--- config.mk ---
export PLATFORM = sky130hd
export DESIGN_NAME = hnf_rxreq_arb
export DESIGN_NICKNAME = d
export VERILOG_FILES = /design/src/rtl/hnf_rxreq_arb.sv
export SDC_FILE = /design/constraint.sdc
export NUM_CORES = 1
export LEC_CHECK = 0
export CORE_ASPECT_RATIO = 1.75
export CORE_MARGIN = 2
export CORE_UTILIZATION = 60
export CTS_CLUSTER_SIZE = 30
export DETAILED_ROUTE_END_ITERATION = 6
export PLACE_DENSITY = 0.9
export SKIP_LAST_GASP = 1
export SLEW_MARGIN = 30
export SYNTH_ARGS = -nofsm -noshare
export SYNTH_HDL_FRONTEND = slang
export SYNTH_HIERARCHICAL = 1
export SYNTH_SLANG_ARGS = --single-unit
--- constraint.sdc ---
create_clock -name clock -period 11.9 [get_ports clock]
set_input_delay 2.38 -clock clock [delete_from_list [all_inputs] [get_ports clock]]
set_output_delay 2.38 -clock clock [all_outputs]
set_load 0.02 [all_outputs]
--- src/rtl/hnf_rxreq_arb.sv ---
// Request flit layout shared by the RXREQ ingress and its consumers.
package hnf_rxreq_pkg;
    typedef struct packed {
        logic [3:0]  qos;
        logic [6:0]  tgt_id;
        logic [6:0]  src_id;
        logic [7:0]  txn_id;
        logic [5:0]  opcode;
        logic [47:0] addr;
    } reqflit_t;
endpackage

// Generic circular FIFO with occupancy count.
// Latency: pushed entry visible at head_dat the cycle after the push edge.
// Backpressure: none internally; the caller must not push when full or pop when empty.
module hnf_rxreq_fifo #(
    parameter int W     = 8,
    parameter int DEPTH = 4,
    localparam int AW   = (DEPTH > 1) ? $clog2(DEPTH) : 1,
    localparam int CW   = $clog2(DEPTH + 1)
) (
    input  logic          clock,
    input  logic          reset,
    input  logic          push_vld,
    input  logic [W-1:0]  push_dat,
    input  logic          pop_rdy,
    output logic [W-1:0]  head_dat,
    output logic [CW-1:0] cnt
);
    logic [W-1:0]  mem [DEPTH];
    logic [AW-1:0] wptr;
    logic [AW-1:0] rptr;

    function automatic logic [AW-1:0] ptr_inc(input logic [AW-1:0] p);
        return (p == AW'(DEPTH - 1)) ? '0 : p + AW'(1);
    endfunction

    always_ff @(posedge clock or negedge reset) begin
        if (!reset) begin
            wptr <= '0;
            rptr <= '0;
            cnt  <= '0;
        end else begin
            if (push_vld) wptr <= ptr_inc(wptr);
            if (pop_rdy)  rptr <= ptr_inc(rptr);
            if (push_vld && !pop_rdy)      cnt <= cnt + CW'(1);
            else if (!push_vld && pop_rdy) cnt <= cnt - CW'(1);
        end
    end

    always_ff @(posedge clock) begin
        if (push_vld) mem[wptr] <= push_dat;
    end

    assign head_dat = mem[rptr];
endmodule

// Multi-port CHI RXREQ ingress: per-port L-credit manager + flit FIFO, round-robin merge.
// Latency: 1 cycle from flit sample to req_valid; no bypass path.
// Backpressure: req_ready low holds the winner stable; full FIFOs stop credit issue.
module hnf_rxreq_arb
    import hnf_rxreq_pkg::*;
#(
    parameter int NUM_PORTS = 4,
    parameter int DEPTH     = 4,
    parameter int MAX_CRD   = 15,
    localparam int PW       = (NUM_PORTS > 1) ? $clog2(NUM_PORTS) : 1
) (
    input  logic                     clock,
    input  logic                     reset,
    input  reqflit_t [NUM_PORTS-1:0] RXREQFLIT,
    input  logic [NUM_PORTS-1:0]     RXREQFLITV,
    input  logic [NUM_PORTS-1:0]     RXREQFLITPEND,
    output logic [NUM_PORTS-1:0]     RXREQLCRDV,
    output reqflit_t                 req_flit,
    output logic [PW-1:0]            req_port,
    output logic                     req_valid,
    input  logic                     req_ready,
    output logic [NUM_PORTS-1:0]     proto_err
);
    localparam int CW = $clog2(DEPTH + 1);
    localparam int KW = $clog2(MAX_CRD + 1);

    logic                 unused_pend;
    logic [NUM_PORTS-1:0] nonempty;
    reqflit_t             head [NUM_PORTS];
    logic [PW-1:0]        rr;
    logic [PW-1:0]        win;
    logic                 found;
    logic                 xfer;

    assign unused_pend = ^RXREQFLITPEND;
    assign xfer        = req_valid && req_ready;

    for (genvar p = 0; p < NUM_PORTS; p++) begin : g_port
        logic [CW-1:0] cnt_q;
        logic [KW-1:0] crd_q;
        logic          lcrdv_q;
        logic          err_q;
        logic          rx;
        logic          deq;
        logic          grant;
        logic [31:0]   cnt_nxt;
        logic [31:0]   crd_aft;

        // A flit arriving with no credit held is a protocol violation and is discarded.
        assign rx      = RXREQFLITV[p] && (crd_q != '0);
        assign deq     = xfer && (win == PW'(p));
        assign cnt_nxt = 32'(cnt_q) + 32'(rx) - 32'(deq);
        assign crd_aft = 32'(crd_q) - 32'(rx);
        assign grant   = ((cnt_nxt + crd_aft) < 32'(DEPTH)) && (crd_aft < 32'(MAX_CRD));

        always_ff @(posedge clock or negedge reset) begin
            if (!reset) begin
                crd_q   <= '0;
                lcrdv_q <= 1'b0;
                err_q   <= 1'b0;
            end else begin
                crd_q   <= KW'(crd_aft + 32'(grant));
                lcrdv_q <= grant;
                if (RXREQFLITV[p] && (crd_q == '0)) err_q <= 1'b1;
            end
        end

        hnf_rxreq_fifo #(
            .W     ($bits(reqflit_t)),
            .DEPTH (DEPTH)
        ) u_fifo (
            .clock    (clock),
            .reset    (reset),
            .push_vld (rx),
            .push_dat (RXREQFLIT[p]),
            .pop_rdy  (deq),
            .head_dat (head[p]),
            .cnt      (cnt_q)
        );

        assign nonempty[p]   = (cnt_q != '0);
        assign RXREQLCRDV[p] = lcrdv_q;
        assign proto_err[p]  = err_q;
    end

    // Search upward from rr with wrap; first non-empty port wins.
    always_comb begin
        logic [PW:0] sum;
        win   = '0;
        found = 1'b0;
        sum   = '0;
        for (int i = 0; i < NUM_PORTS; i++) begin
            sum = {1'b0, rr} + (PW + 1)'(i);
            if (sum >= (PW + 1)'(NUM_PORTS)) sum = sum - (PW + 1)'(NUM_PORTS);
            if (!found && nonempty[sum[PW-1:0]]) begin
                found = 1'b1;
                win   = sum[PW-1:0];
            end
        end
    end

    always_ff @(posedge clock or negedge reset) begin
        if (!reset) begin
            rr <= '0;
        end else if (xfer) begin
            rr <= (win == PW'(NUM_PORTS - 1)) ? '0 : win + PW'(1);
        end
    end

    assign req_valid = found;
    assign req_port  = found ? win : '0;
    assign req_flit  = found ? head[win] : '0;
endmodule

==> impl_metrics.prom, run 1 <==
# TYPE chip_impl_metric gauge
chip_impl_metric{name="clock-skew-final",unit="ns"} 0.0374
chip_impl_metric{name="timing.max_cap.violations",unit=""} 0
chip_impl_metric{name="critPathMaxStageDelay",unit="ns"} 0.76
chip_impl_metric{name="r2r_cells",unit=""} 18
chip_impl_info{name="crit-reg2reg-capture",value="g_port[2].crd_q[3]"} 1
chip_impl_metric{name="max-clock-path-buffers",unit=""} 3
chip_impl_metric{name="postCtsHoldBufs",unit=""} 0
chip_impl_info{name="hold_path.class",value="register to register"} 1
chip_impl_info{name="cp-start-kind",value="register"} 1
chip_impl_metric{name="route.detailed.wl_per_inst",unit="um"} 33.5
chip_impl_metric{name="drtPass1Iterations",unit=""} 7
chip_impl_metric{name="peakVddDrop",unit="uV"} 298
chip_impl_metric{name="number_of_synthesized_register_bits",unit=""} 1334
chip_impl_metric{name="dp.final_hpwl",unit="um"} 81200
chip_impl_metric{name="layout-drive-gt1-share",unit="%"} 19.2
chip_impl_metric{name="fin_util",unit="%"} 70.2
chip_impl_metric{name="yosysSeqAreaShare",unit="%"} 75.1
chip_impl_info{name="crit_end",value="req_flit[49]"} 1
chip_impl_info{name="critPathLaunch",value="g_port[2].u_fifo/cnt[0]"} 1
chip_impl_metric{name="width_of_the_die",unit="um"} 229
chip_impl_metric{name="num_vias",unit=""} 27100
chip_impl_metric{name="worst-slew-pin-transition",unit="ns"} 1.07
chip_impl_metric{name="die_height",unit="um"} 397
chip_impl_metric{name="mappedNetlistArea",unit="um2"} 53000
chip_impl_metric{name="synth_enable_flop_cells",unit=""} 1280
chip_impl_metric{name="relSlewSlack",unit="%"} 28.7
chip_impl_metric{name="synthesis.area_per_instance",unit="um2"} 22.4
chip_impl_metric{name="gp_congestion",unit=""} 0.834
chip_impl_info{name="critPathKind",value="register to primary output"} 1
chip_impl_metric{name="drtIter0Drc",unit=""} 3050
chip_impl_metric{name="totalWireLength",unit="um"} 138000
chip_impl_metric{name="fin_crit",unit="ns"} 7.40
chip_impl_metric{name="full_die_area",unit="um2"} 90800
chip_impl_metric{name="cell_variety_after_synth",unit=""} 52
chip_impl_metric{name="critical_path_peak_fanout",unit=""} 49
chip_impl_metric{name="path_clk_slew",unit="ns"} 0.06
chip_impl_info{name="worst_setup_path_end_kind",value="primary output"} 1
chip_impl_metric{name="nNetsFinal",unit=""} 3240
chip_impl_metric{name="grt_pass1_vias",unit=""} 29500
chip_impl_metric{name="num_rows",unit=""} 144
chip_impl_metric{name="grt_first_pass_wirelength",unit="um"} 198000
chip_impl_metric{name="total_core_area",unit="um2"} 87700
chip_impl_info{name="tritoncts",value="built"} 1
chip_impl_metric{name="powerDensity",unit="nW/um2"} 286
chip_impl_metric{name="clock_latency",unit="ns"} 0.73
chip_impl_metric{name="fmax",unit="GHz"} 0.135
chip_impl_metric{name="detail_route.vias_per_cell",unit=""} 6.60
chip_impl_metric{name="post_cts.resized_instances",unit=""} 0
chip_impl_metric{name="worst-endpoint-arrival",unit="ns"} 5.02
chip_impl_info{name="final_common_cell",value="sky130_fd_sc_hd__edfxtp_1"} 1
chip_impl_metric{name="timing.final.setup_violations",unit=""} 0
chip_impl_metric{name="final_hold_viol_count",unit=""} 0
chip_impl_info{name="dominantRegCellSynth",value="sky130_fd_sc_hd__edfxtp_1"} 1
chip_impl_metric{name="crit_required",unit="ns"} 9.52
chip_impl_metric{name="post-route-period-util",unit="%"} 62.2
chip_impl_metric{name="start_util",unit="%"} 60.4
chip_impl_metric{name="globalRouteTotalUtil",unit="%"} 30.8
chip_impl_info{name="cell_by_cell_trace_of_the_critical_path",value="or3_1 > a32oi_1 > nand3_4 > buf_4 > mux2i_1 > o22ai_1 > clkdlybuf4s50_1"} 1
chip_impl_metric{name="r2r_setup_slack",unit="ns"} 5.84
chip_impl_metric{name="cts.sink_count",unit=""} 1334
chip_impl_metric{name="grt_overflow_total",unit=""} 0
chip_impl_metric{name="ys_warn_count",unit=""} 6
chip_impl_metric{name="top_level_pins",unit=""} 422
chip_impl_metric{name="post_dp_cell_area",unit="um2"} 57900
chip_impl_metric{name="design_area",unit="um2"} 61600
chip_impl_metric{name="max_transition_viols_final",unit=""} 0
chip_impl_info{name="crit-reg2reg-launch",value="g_port[2].u_fifo/cnt[0]"} 1
chip_impl_metric{name="grt_start_max_net_pins",unit=""} 61
chip_impl_metric{name="area.growth.synth_to_final",unit="%"} 16.2
chip_impl_metric{name="number_of_antenna_violations_at_the_first_check_in_global_routing",unit=""} 34
chip_impl_metric{name="io_buffer_count",unit=""} 417
chip_impl_metric{name="htree_num_levels",unit=""} 3
chip_impl_metric{name="postCtsSetupBuffers",unit=""} 0
chip_impl_metric{name="ant_nets",unit=""} 0
chip_impl_info{name="outcome",value="complete, no violations"} 1
chip_impl_metric{name="setup_total_negative_slack",unit="ns"} 0
chip_impl_metric{name="number_of_buffers_inserted_during_clock_tree_synthesis",unit=""} 113
chip_impl_info{name="worst_path_max_delay_cell",value="sky130_fd_sc_hd__nand3_4"} 1
chip_impl_info{name="cts.root.buffer_cell",value="sky130_fd_sc_hd__clkbuf_16"} 1
chip_impl_info{name="setup_repair_after_global_routing_missed_its_margin",value="false"} 1
chip_impl_info{name="most-common-layout-cells",value="sky130_fd_sc_hd__edfxtp_1 (1280), sky130_fd_sc_hd__clkdlybuf4s50_1 (416), sky130_fd_sc_hd__mux4_2 (320)"} 1
chip_impl_metric{name="post-route-drc-count",unit=""} 0
chip_impl_metric{name="cellLeakagePower",unit="nW"} 20.4
chip_impl_metric{name="cells_after_synthesis",unit=""} 2363
chip_impl_metric{name="synth-async-reset-ratio",unit="%"} 4.05
cell usage after synthesis, types with 2 or more instances:
master / number / area share [%]
sky130_fd_sc_hd__xor2_1: 9 / 0.15
sky130_fd_sc_hd__buf_8: 4 / 0.11
sky130_fd_sc_hd__buf_6: 10 / 0.21
sky130_fd_sc_hd__dfrtp_1: 54 / 2.6
sky130_fd_sc_hd__a21o_1: 4 / 0.057
sky130_fd_sc_hd__xnor2_1: 30 / 0.50
sky130_fd_sc_hd__and2_1: 17 / 0.20
sky130_fd_sc_hd__mux2i_1: 160 / 3.0
sky130_fd_sc_hd__edfxtp_1: 1280 / 73
sky130_fd_sc_hd__buf_12: 28 / 1.1
sky130_fd_sc_hd__clkbuf_1: 8 / 0.057
sky130_fd_sc_hd__nor3_1: 8 / 0.076
sky130_fd_sc_hd__o211ai_1: 2 / 0.028
sky130_fd_sc_hd__and3_1: 4 / 0.047
sky130_fd_sc_hd__mux2_2: 12 / 0.26
sky130_fd_sc_hd__o22ai_1: 81 / 0.96
sky130_fd_sc_hd__fa_1: 8 / 0.30
sky130_fd_sc_hd__a21boi_0: 5 / 0.071
sky130_fd_sc_hd__inv_2: 4 / 0.028
sky130_fd_sc_hd__buf_2: 55 / 0.52
sky130_fd_sc_hd__a22oi_1: 2 / 0.028
sky130_fd_sc_hd__nand2b_1: 4 / 0.047
sky130_fd_sc_hd__o21ai_0: 12 / 0.11
sky130_fd_sc_hd__or3_1: 3 / 0.035
sky130_fd_sc_hd__buf_4: 9 / 0.13
sky130_fd_sc_hd__ha_1: 84 / 2.0
sky130_fd_sc_hd__nand2_1: 10 / 0.071
sky130_fd_sc_hd__a31oi_1: 3 / 0.035
sky130_fd_sc_hd__a21oi_1: 9 / 0.085
sky130_fd_sc_hd__inv_1: 63 / 0.45
sky130_fd_sc_hd__nor4_1: 9 / 0.11
sky130_fd_sc_hd__nor2_1: 23 / 0.16
sky130_fd_sc_hd__mux4_2: 320 / 14
sky130_fd_sc_hd__nand3_1: 11 / 0.10
stage by stage:
stage	hold slack, ns	worst slack (ns)	std cells	total power (W)
2_1_floorplan	0.429	6.60	2365	0.0113
3_3_place_gp	0.442	5.40	3869	0.0135
3_5_place_dp	0.447	5.22	3869	0.0139
4_1_cts	0.458	4.42	4078	0.0176
5_1_grt	0.476	4.35	4101	0.0182
6_report	0.453	4.50	4102	0.0176
cells by family (layout without fill, tap and decap cells):
family / Yosys count / count (layout) / synth area share [%]
xor gates and xnor gates: 39 / 39 / 0.645
AOI/OAI and AO/OA: 126 / 126 / 1.51
muxes: 493 / 493 / 16.9
buffers and inverters: 182 / 728 / 2.57
and+or+nand+nor: 96 / 96 / 0.964
DFF: 1334 / 1334 / 75.1
other: 1 / 26 / 0.00708
adders and majority gates: 92 / 92 / 2.29
worst min path at each step:
stage | startpoint | slack (ns) | cells after the start | to
after global placement | g_port[3].err_q | 0.44 | 1 | g_port[3].err_q
after detailed placement | g_port[1].err_q | 0.45 | 1 | g_port[1].err_q
after global routing | g_port[2].err_q | 0.48 | 1 | g_port[2].err_q
final | g_port[1].err_q | 0.45 | 1 | g_port[1].err_q
after CTS | g_port[1].err_q | 0.46 | 1 | g_port[1].err_q
after floorplan | g_port[0].err_q | 0.43 | 1 | g_port[0].err_q
power breakdown:
group | switching (W) | leakage [nW] | internal (W)
clock | 0.00165 | 1.76 | 0.00200
sequential | 0.000535 | 12.4 | 0.00622
combinational | 0.00415 | 6.30 | 0.00308
routing by layer:
layer / track usage (%) / up-vias / share of wire [%] / wire [um]
met1: 35.9 / 14000 / 33 / 45300
met2: 52.7 / 1890 / 52 / 71500
li1: - / 10800 / - / -
met5: 0 / - / 0.12 / 161
met3: 8.04 / 396 / 10 / 14000
met4: 16.2 / 26 / 4.8 / 6670
sequential cells by signal (all words and copies together), names as in the netlist:
signal,count
g_port.u_fifo/wptr,8
rr,2
g_port.crd_q,16
g_port.lcrdv_q,4
g_port.err_q,4
g_port.u_fifo/mem,1280
g_port.u_fifo/rptr,8
g_port.u_fifo/cnt,12
worst max-delay path, delay by kind of cell (launching register included):
kind                   cells  cell delay, ns
flip-flops                 1            0.45
AO/OA/AOI/OAI              2            0.59
multiplexers               1            0.61
buffers and inverters      2            1.32
AND/OR/NAND/NOR            2            1.22
area by class of cell:
class / count / area (um2)
timing repair buffer: 452 / 4470
fill: 5024 / 26200
clock buffer: 141 / 2950
multi-input combinational: 849 / 11900
inverter: 67 / 251
clock inverter: 68 / 658
sequential: 1334 / 39800
tap: 1168 / 1460
antenna: 23 / 57.6
Power figures use the tool's default switching activity.
==> run 2, diff against run 1 <==
Settings changed: CORE_UTILIZATION 60 to 52, PLACE_DENSITY 0.9 to 0.83.
Clock period 11.9 ns to 6.8 ns, I/O delays scaled along.
==> run 2 against run 1 <==
Effect of this change:
- clock power increased by 71%
- clock skew decreased by 0.016 ns
- via count decreased by 2.3%
==> impl_metrics.prom, run 2 (same netlist as run 1, synthesis figures left out) <==
# TYPE chip_impl_metric gauge
chip_impl_info{name="outcome",value="complete, no violations"} 1
chip_impl_metric{name="die_height",unit="um"} 426
chip_impl_metric{name="multi_input_gate_area",unit="um2"} 11900
chip_impl_info{name="tritoncts",value="built"} 1
chip_impl_info{name="setup_repair_after_global_routing_missed_its_margin",value="false"} 1
chip_impl_info{name="hold_path_startpoint",value="g_port[3].err_q"} 1
chip_impl_metric{name="drtPass1Iterations",unit=""} 7
chip_impl_info{name="worst_path_max_delay_cell",value="sky130_fd_sc_hd__clkdlybuf4s50_1"} 1
chip_impl_metric{name="design_area",unit="um2"} 61900
chip_impl_metric{name="seq_area",unit="um2"} 39800
chip_impl_info{name="cp-start-kind",value="register"} 1
chip_impl_metric{name="critical_path.n_buffers_inverters",unit=""} 2
chip_impl_metric{name="max-clock-path-buffers",unit=""} 3
chip_impl_metric{name="critPathMaxStageDelay",unit="ns"} 0.74
chip_impl_info{name="regMostFlops",value="g_port.u_fifo/mem"} 1
chip_impl_info{name="top_regs",value="g_port.u_fifo/mem x1280, g_port.crd_q x16, g_port.u_fifo/cnt x12"} 1
chip_impl_info{name="crit-reg2reg-launch",value="rr[1]"} 1
chip_impl_info{name="worst_setup_path_end_kind",value="primary output"} 1
chip_impl_metric{name="number_of_antenna_violations_at_the_first_check_in_global_routing",unit=""} 43
chip_impl_metric{name="path_clk_slew",unit="ns"} 0.07
chip_impl_metric{name="post-route-period-util",unit="%"} 86.8
chip_impl_metric{name="nNetsFinal",unit=""} 3250
chip_impl_info{name="critPathKind",value="register to primary output"} 1
chip_impl_info{name="final_common_cell",value="sky130_fd_sc_hd__edfxtp_1"} 1
chip_impl_info{name="cell_by_cell_trace_of_the_critical_path",value="or3_1 > a32oi_1 > nand3_4 > buf_4 > mux2i_1 > o22ai_1 > clkdlybuf4s50_1"} 1
chip_impl_metric{name="grt_first_pass_wirelength",unit="um"} 196000
chip_impl_info{name="hold_path.class",value="register to register"} 1
chip_impl_metric{name="grt_overflow_total",unit=""} 0
chip_impl_metric{name="final.fill_count",unit=""} 6613
chip_impl_metric{name="whs_path_depth",unit=""} 1
chip_impl_metric{name="largest_reg_flops",unit=""} 1280
chip_impl_metric{name="totalWireLength",unit="um"} 136000
chip_impl_metric{name="relSlewSlack",unit="%"} 26.5
chip_impl_metric{name="worst-endpoint-arrival",unit="ns"} 4.54
chip_impl_metric{name="dp.final_hpwl",unit="um"} 85200
chip_impl_metric{name="clock_latency",unit="ns"} 0.74
chip_impl_metric{name="fmax",unit="GHz"} 0.169
chip_impl_metric{name="final_hold_viol_count",unit=""} 0
chip_impl_metric{name="worstSetupPathDepth",unit=""} 7
chip_impl_metric{name="peakVddDrop",unit="uV"} 457
chip_impl_metric{name="area.growth.synth_to_final",unit="%"} 16.9
chip_impl_metric{name="r2r_cells",unit=""} 20
chip_impl_metric{name="top_level_pins",unit=""} 422
chip_impl_info{name="cp_top_family",value="buffers and inverters"} 1
chip_impl_metric{name="detail_route.vias_per_cell",unit=""} 6.19
chip_impl_metric{name="globalRouteTotalUtil",unit="%"} 26.5
chip_impl_metric{name="route.detailed.wl_per_inst",unit="um"} 31.8
chip_impl_info{name="crit-reg2reg-capture",value="g_port[3].crd_q[3]"} 1
chip_impl_metric{name="ant_nets",unit=""} 0
chip_impl_metric{name="num_vias",unit=""} 26500
chip_impl_metric{name="grt_pass1_vias",unit=""} 29100
chip_impl_metric{name="htree_num_levels",unit=""} 3
chip_impl_metric{name="total_core_area",unit="um2"} 101000
chip_impl_metric{name="full_die_area",unit="um2"} 105000
chip_impl_metric{name="width_of_the_die",unit="um"} 245
chip_impl_metric{name="layout-drive-gt1-share",unit="%"} 19.9
chip_impl_metric{name="postCtsHoldBufs",unit=""} 0
chip_impl_metric{name="gp_congestion",unit=""} 0.838
chip_impl_metric{name="max_transition_viols_final",unit=""} 0
chip_impl_metric{name="cts.sink_count",unit=""} 1334
chip_impl_metric{name="crit_required",unit="ns"} 5.44
chip_impl_info{name="most-common-layout-cells",value="sky130_fd_sc_hd__edfxtp_1 (1280), sky130_fd_sc_hd__clkdlybuf4s50_1 (416), sky130_fd_sc_hd__mux4_2 (320)"} 1
chip_impl_metric{name="post-route-drc-count",unit=""} 0
chip_impl_metric{name="setup_total_negative_slack",unit="ns"} 0
chip_impl_metric{name="powerDensity",unit="nW/um2"} 497
chip_impl_metric{name="cellLeakagePower",unit="nW"} 20.5
chip_impl_metric{name="clock-skew-final",unit="ns"} 0.0210
chip_impl_metric{name="post_dp_cell_area",unit="um2"} 58200
chip_impl_metric{name="io_buffer_count",unit=""} 417
chip_impl_metric{name="r2r_setup_slack",unit="ns"} 0.98
chip_impl_metric{name="postCtsSetupBuffers",unit=""} 0
chip_impl_metric{name="fin_crit",unit="ns"} 5.90
chip_impl_info{name="cts.root.buffer_cell",value="sky130_fd_sc_hd__clkbuf_16"} 1
chip_impl_metric{name="grt_start_max_net_pins",unit=""} 66
chip_impl_metric{name="critical_path_peak_fanout",unit=""} 46
chip_impl_metric{name="timing.max_cap.violations",unit=""} 0
chip_impl_metric{name="timing.final.setup_violations",unit=""} 0
chip_impl_metric{name="drtIter0Drc",unit=""} 2455
chip_impl_metric{name="num_rows",unit=""} 154
chip_impl_metric{name="post_cts.resized_instances",unit=""} 0
chip_impl_info{name="timing.hold.worst_endpoint",value="g_port[3].err_q"} 1
chip_impl_metric{name="final-instance-count-excl-fill",unit=""} 4278
chip_impl_metric{name="placed_cells",unit=""} 4038
chip_impl_metric{name="worst-slew-pin-transition",unit="ns"} 1.09
chip_impl_metric{name="start_util",unit="%"} 52.6
chip_impl_metric{name="number_of_buffers_inserted_during_clock_tree_synthesis",unit=""} 111
==> run 2: worst max-delay path by stage <==
stage                             from                  to  slack, ns
2_1_floorplan  g_port[3].u_fifo/cnt[1]  g_port[2].crd_q[1]       2.04
3_3_place_gp   g_port[2].u_fifo/cnt[0]  g_port[3].crd_q[2]       1.40
3_5_place_dp   g_port[2].u_fifo/cnt[0]  g_port[3].crd_q[3]       1.16
4_1_cts        g_port[2].u_fifo/cnt[0]        req_flit[75]       0.86
5_1_grt                          rr[1]  g_port[3].crd_q[3]       0.57
6_report       g_port[2].u_fifo/cnt[0]        req_flit[75]       0.90
==> run 2: area by class of cell <==
type / count / share of cell area (%)
flip-flops and latches: 1334 / 64.3
multi-input cells: 849 / 19.2
repair buffers: 464 / 7.50
clock buffers: 133 / 4.73
well taps: 1326 / 2.68
clock inverters: 72 / 1.02
inverters: 67 / 0.406
diodes: 33 / 0.133
==> run 2: power by group <==
| part | switching, W | leakage, nW | internal, W |
|---|---|---|---|
| Sequential | 0.000925 | 12.4 | 0.0109 |
| Combinational | 0.00725 | 6.39 | 0.00549 |
| Clock | 0.00288 | 1.74 | 0.00339 |
==> run 2: metrics by stage <==
| stage | setup slack [ns] | power [W] | util (%) | hold slack [ns] |
|---|---|---|---|---|
| after floorplan | 2.04 | 0.0198 | - | 0.429 |
| after global placement | 1.40 | 0.0240 | 57.8 | 0.445 |
| after detailed placement | 1.16 | 0.0246 | 57.8 | 0.459 |
| after CTS | 0.862 | 0.0309 | 61.3 | 0.474 |
| after global routing | 0.566 | 0.0319 | 61.4 | 0.506 |
| final | 0.895 | 0.0308 | 61.5 | 0.464 |
==> run 2: metal layers <==
metal	track usage [%]	vias up	part of all wire [%]
met4	13.2	32	4.4
met3	5.39	334	8.3
met5	0	-	0.16
li1	-	10800	-
met1	29.5	13900	33
met2	48.0	1430	54
==> run 3, diff against run 2 <==
Settings changed: CORE_ASPECT_RATIO 1.75 to default, CORE_UTILIZATION 52 to 54, CTS_BUF_LIST from default to sky130_fd_sc_hd__clkbuf_2 sky130_fd_sc_hd__clkbuf_4 sky130_fd_sc_hd__clkbuf_8, PLACE_DENSITY 0.83 to 0.86.
==> run 3 against run 2 <==
Effect of this change:
- core utilization rose by 2.8 points
- final cell count rose by 2.8%
- via count rose by 3.5%
- die area fell by 3.8%
- clock-buffer cell count rose by 129
==> impl_metrics.prom, run 3 (same netlist as run 1, synthesis figures left out) <==
# TYPE chip_impl_metric gauge
chip_impl_info{name="hold_path.class",value="register to register"} 1
chip_impl_metric{name="cellLeakagePower",unit="nW"} 20.9
chip_impl_metric{name="worst-endpoint-arrival",unit="ns"} 4.80
chip_impl_metric{name="top_level_pins",unit=""} 422
chip_impl_metric{name="fmax",unit="GHz"} 0.162
chip_impl_metric{name="seq_area",unit="um2"} 39800
chip_impl_metric{name="drtPass1Iterations",unit=""} 7
chip_impl_metric{name="die_height",unit="um"} 317
chip_impl_metric{name="seq_pwr_share",unit="%"} 38.2
chip_impl_info{name="most-common-layout-cells",value="sky130_fd_sc_hd__edfxtp_1 (1280), sky130_fd_sc_hd__clkdlybuf4s50_1 (416), sky130_fd_sc_hd__mux4_2 (320)"} 1
chip_impl_info{name="crit-reg2reg-capture",value="g_port[1].crd_q[3]"} 1
chip_impl_info{name="regMostFlops",value="g_port.u_fifo/mem"} 1
chip_impl_metric{name="htree_num_levels",unit=""} 4
chip_impl_metric{name="grt_start_max_net_pins",unit=""} 62
chip_impl_metric{name="finalHoldWorstSlack",unit="ns"} 0.464
chip_impl_metric{name="cts.sink_count",unit=""} 1334
chip_impl_metric{name="multi_input_gate_area",unit="um2"} 11900
chip_impl_metric{name="nNetsFinal",unit=""} 3346
chip_impl_metric{name="clock_latency",unit="ns"} 0.89
chip_impl_metric{name="power_report.internal_total",unit="W"} 0.0197
chip_impl_info{name="critPathKind",value="register to primary output"} 1
chip_impl_metric{name="io_buffer_count",unit=""} 417
chip_impl_metric{name="post_cts.resized_instances",unit=""} 0
chip_impl_metric{name="grt_pass1_vias",unit=""} 28700
chip_impl_info{name="cts.root.buffer_cell",value="sky130_fd_sc_hd__clkbuf_8"} 1
chip_impl_info{name="timing.hold.worst_endpoint",value="g_port[2].err_q"} 1
chip_impl_metric{name="postCtsHoldBufs",unit=""} 0
chip_impl_metric{name="net-switching-power",unit="W"} 0.0111
chip_impl_metric{name="ant_nets",unit=""} 0
chip_impl_metric{name="max_transition_viols_final",unit=""} 0
chip_impl_metric{name="num_rows",unit=""} 114
chip_impl_metric{name="whs_path_depth",unit=""} 1
chip_impl_metric{name="dp.final_hpwl",unit="um"} 82800
chip_impl_info{name="worst_setup_path_end_kind",value="primary output"} 1
chip_impl_metric{name="share_comb_of_total_power",unit="%"} 41.0
chip_impl_info{name="top_regs",value="g_port.u_fifo/mem x1280, g_port.crd_q x16, g_port.u_fifo/cnt x12"} 1
chip_impl_metric{name="postCtsSetupBuffers",unit=""} 0
chip_impl_info{name="outcome",value="complete, no violations"} 1
chip_impl_metric{name="layout-drive-gt1-share",unit="%"} 23.5
chip_impl_metric{name="sw_frac_of_total",unit="%"} 36.0
chip_impl_info{name="cp-start-kind",value="register"} 1
chip_impl_metric{name="timing.max_cap.violations",unit=""} 0
chip_impl_info{name="tritoncts",value="built"} 1
chip_impl_metric{name="crit_required",unit="ns"} 5.44
chip_impl_metric{name="post-route-drc-count",unit=""} 0
chip_impl_metric{name="drtIter0Drc",unit=""} 3409
chip_impl_metric{name="r2r_cells",unit=""} 20
chip_impl_metric{name="peakVddDrop",unit="uV"} 433
chip_impl_metric{name="globalRouteTotalUtil",unit="%"} 27.1
chip_impl_info{name="final_common_cell",value="sky130_fd_sc_hd__edfxtp_1"} 1
chip_impl_metric{name="relSlewSlack",unit="%"} 33.7
chip_impl_metric{name="timing.final.setup_violations",unit=""} 0
chip_impl_metric{name="final_hold_viol_count",unit=""} 0
chip_impl_metric{name="post-route-period-util",unit="%"} 90.6
chip_impl_metric{name="r2r_setup_slack",unit="ns"} 1.47
chip_impl_metric{name="gp_congestion",unit=""} 0.840
chip_impl_metric{name="grt_overflow_total",unit=""} 0
chip_impl_metric{name="route.detailed.wl_per_inst",unit="um"} 30.8
chip_impl_info{name="crit-reg2reg-launch",value="g_port[2].u_fifo/cnt[0]"} 1
chip_impl_metric{name="totalWireLength",unit="um"} 135000
chip_impl_metric{name="width_of_the_die",unit="um"} 317
chip_impl_metric{name="area.growth.synth_to_final",unit="%"} 17.6
chip_impl_metric{name="worst-slew-pin-transition",unit="ns"} 0.995
chip_impl_metric{name="max-clock-path-buffers",unit=""} 3
chip_impl_metric{name="start_util",unit="%"} 54.6
chip_impl_metric{name="full_die_area",unit="um2"} 101000
chip_impl_metric{name="clock-skew-final",unit="ns"} 0.0452
chip_impl_metric{name="grt_first_pass_wirelength",unit="um"} 193000
chip_impl_metric{name="detail_route.vias_per_cell",unit=""} 6.24
chip_impl_metric{name="setup_total_negative_slack",unit="ns"} 0
chip_impl_metric{name="largest_reg_flops",unit=""} 1280
chip_impl_metric{name="critical_path_peak_fanout",unit=""} 42
chip_impl_metric{name="number_of_buffers_inserted_during_clock_tree_synthesis",unit=""} 201
chip_impl_metric{name="num_vias",unit=""} 27400
chip_impl_metric{name="total_core_area",unit="um2"} 97000
chip_impl_metric{name="powerDensity",unit="nW/um2"} 494
chip_impl_info{name="hold_path_startpoint",value="g_port[2].err_q"} 1
chip_impl_info{name="setup_repair_after_global_routing_missed_its_margin",value="false"} 1
chip_impl_metric{name="final.fill_count",unit=""} 6108
chip_impl_metric{name="fin_util",unit="%"} 64.3
chip_impl_metric{name="path_clk_slew",unit="ns"} 0.06
chip_impl_metric{name="fin_crit",unit="ns"} 6.16
chip_impl_metric{name="share_clk_of_total_power",unit="%"} 20.9
chip_impl_metric{name="number_of_antenna_violations_at_the_first_check_in_global_routing",unit=""} 57
## run 3: how the worst max path moves through the flow
stage / start / to / slack [ns] / cells past startpoint
final: g_port[2].u_fifo/cnt[0] / req_flit[20] / 0.64 / 8
after detailed placement: req_ready / g_port[2].crd_q[2] / 1.47 / 15
after CTS: g_port[3].u_fifo/cnt[1] / req_flit[41] / 0.65 / 8
after global placement: req_ready / g_port[2].crd_q[1] / 1.64 / 14
after floorplan: g_port[3].u_fifo/cnt[1] / g_port[2].crd_q[1] / 2.04 / 20
after global routing: rr[1] / req_flit[41] / 0.56 / 8
## run 3: power groups by stage
stage	Clock [W]	Combinational [W]	Sequential, W
4_1_cts	0.00650	0.0126	0.0118
5_1_grt	0.00685	0.0132	0.0119
6_report	0.00643	0.0126	0.0118
3_5_place_dp	0	0.0125	0.0119
2_1_floorplan	0	0.00843	0.0114
3_3_place_gp	0	0.0121	0.0118
## run 3: layout make-up
class	count	area share [%]
clock inverter	97	1.12
sequential	1334	63.9
timing repair buffer	470	7.58
antenna	41	0.165
inverter	67	0.404
multi-input combinational	849	19.1
tap	1276	2.56
clock buffer	262	5.18
## run 3: per-layer routing
layer | wire, um | global-route usage [%]
met1 | 48500 | 34.3
met5 | 235 | 0
met2 | 68100 | 44.6
met3 | 13000 | 6.61
met4 | 5670 | 12.8
## run 3: critical path: stages, from the launching register on
cell and delay (ns):
sky130_fd_sc_hd__dfrtp_1 0.47, sky130_fd_sc_hd__nor3_1 0.47, sky130_fd_sc_hd__o21ai_1 0.18, sky130_fd_sc_hd__o22ai_4 0.22
sky130_fd_sc_hd__buf_4 0.57, sky130_fd_sc_hd__buf_4 0.76, sky130_fd_sc_hd__mux2i_1 0.22, sky130_fd_sc_hd__o22ai_1 0.25
sky130_fd_sc_hd__clkdlybuf4s50_1 0.67
## run 3: stage by stage
stage	instance area, um2	std cells	power [W]	setup WS (ns)
after global placement	58100	3989	0.0238	1.64
after CTS	62100	4352	0.0308	0.655
after detailed placement	58200	3993	0.0244	1.47
final	62300	4396	0.0308	0.642
after global routing	62300	4391	0.0320	0.564
after floorplan	53000	2365	0.0198	2.04
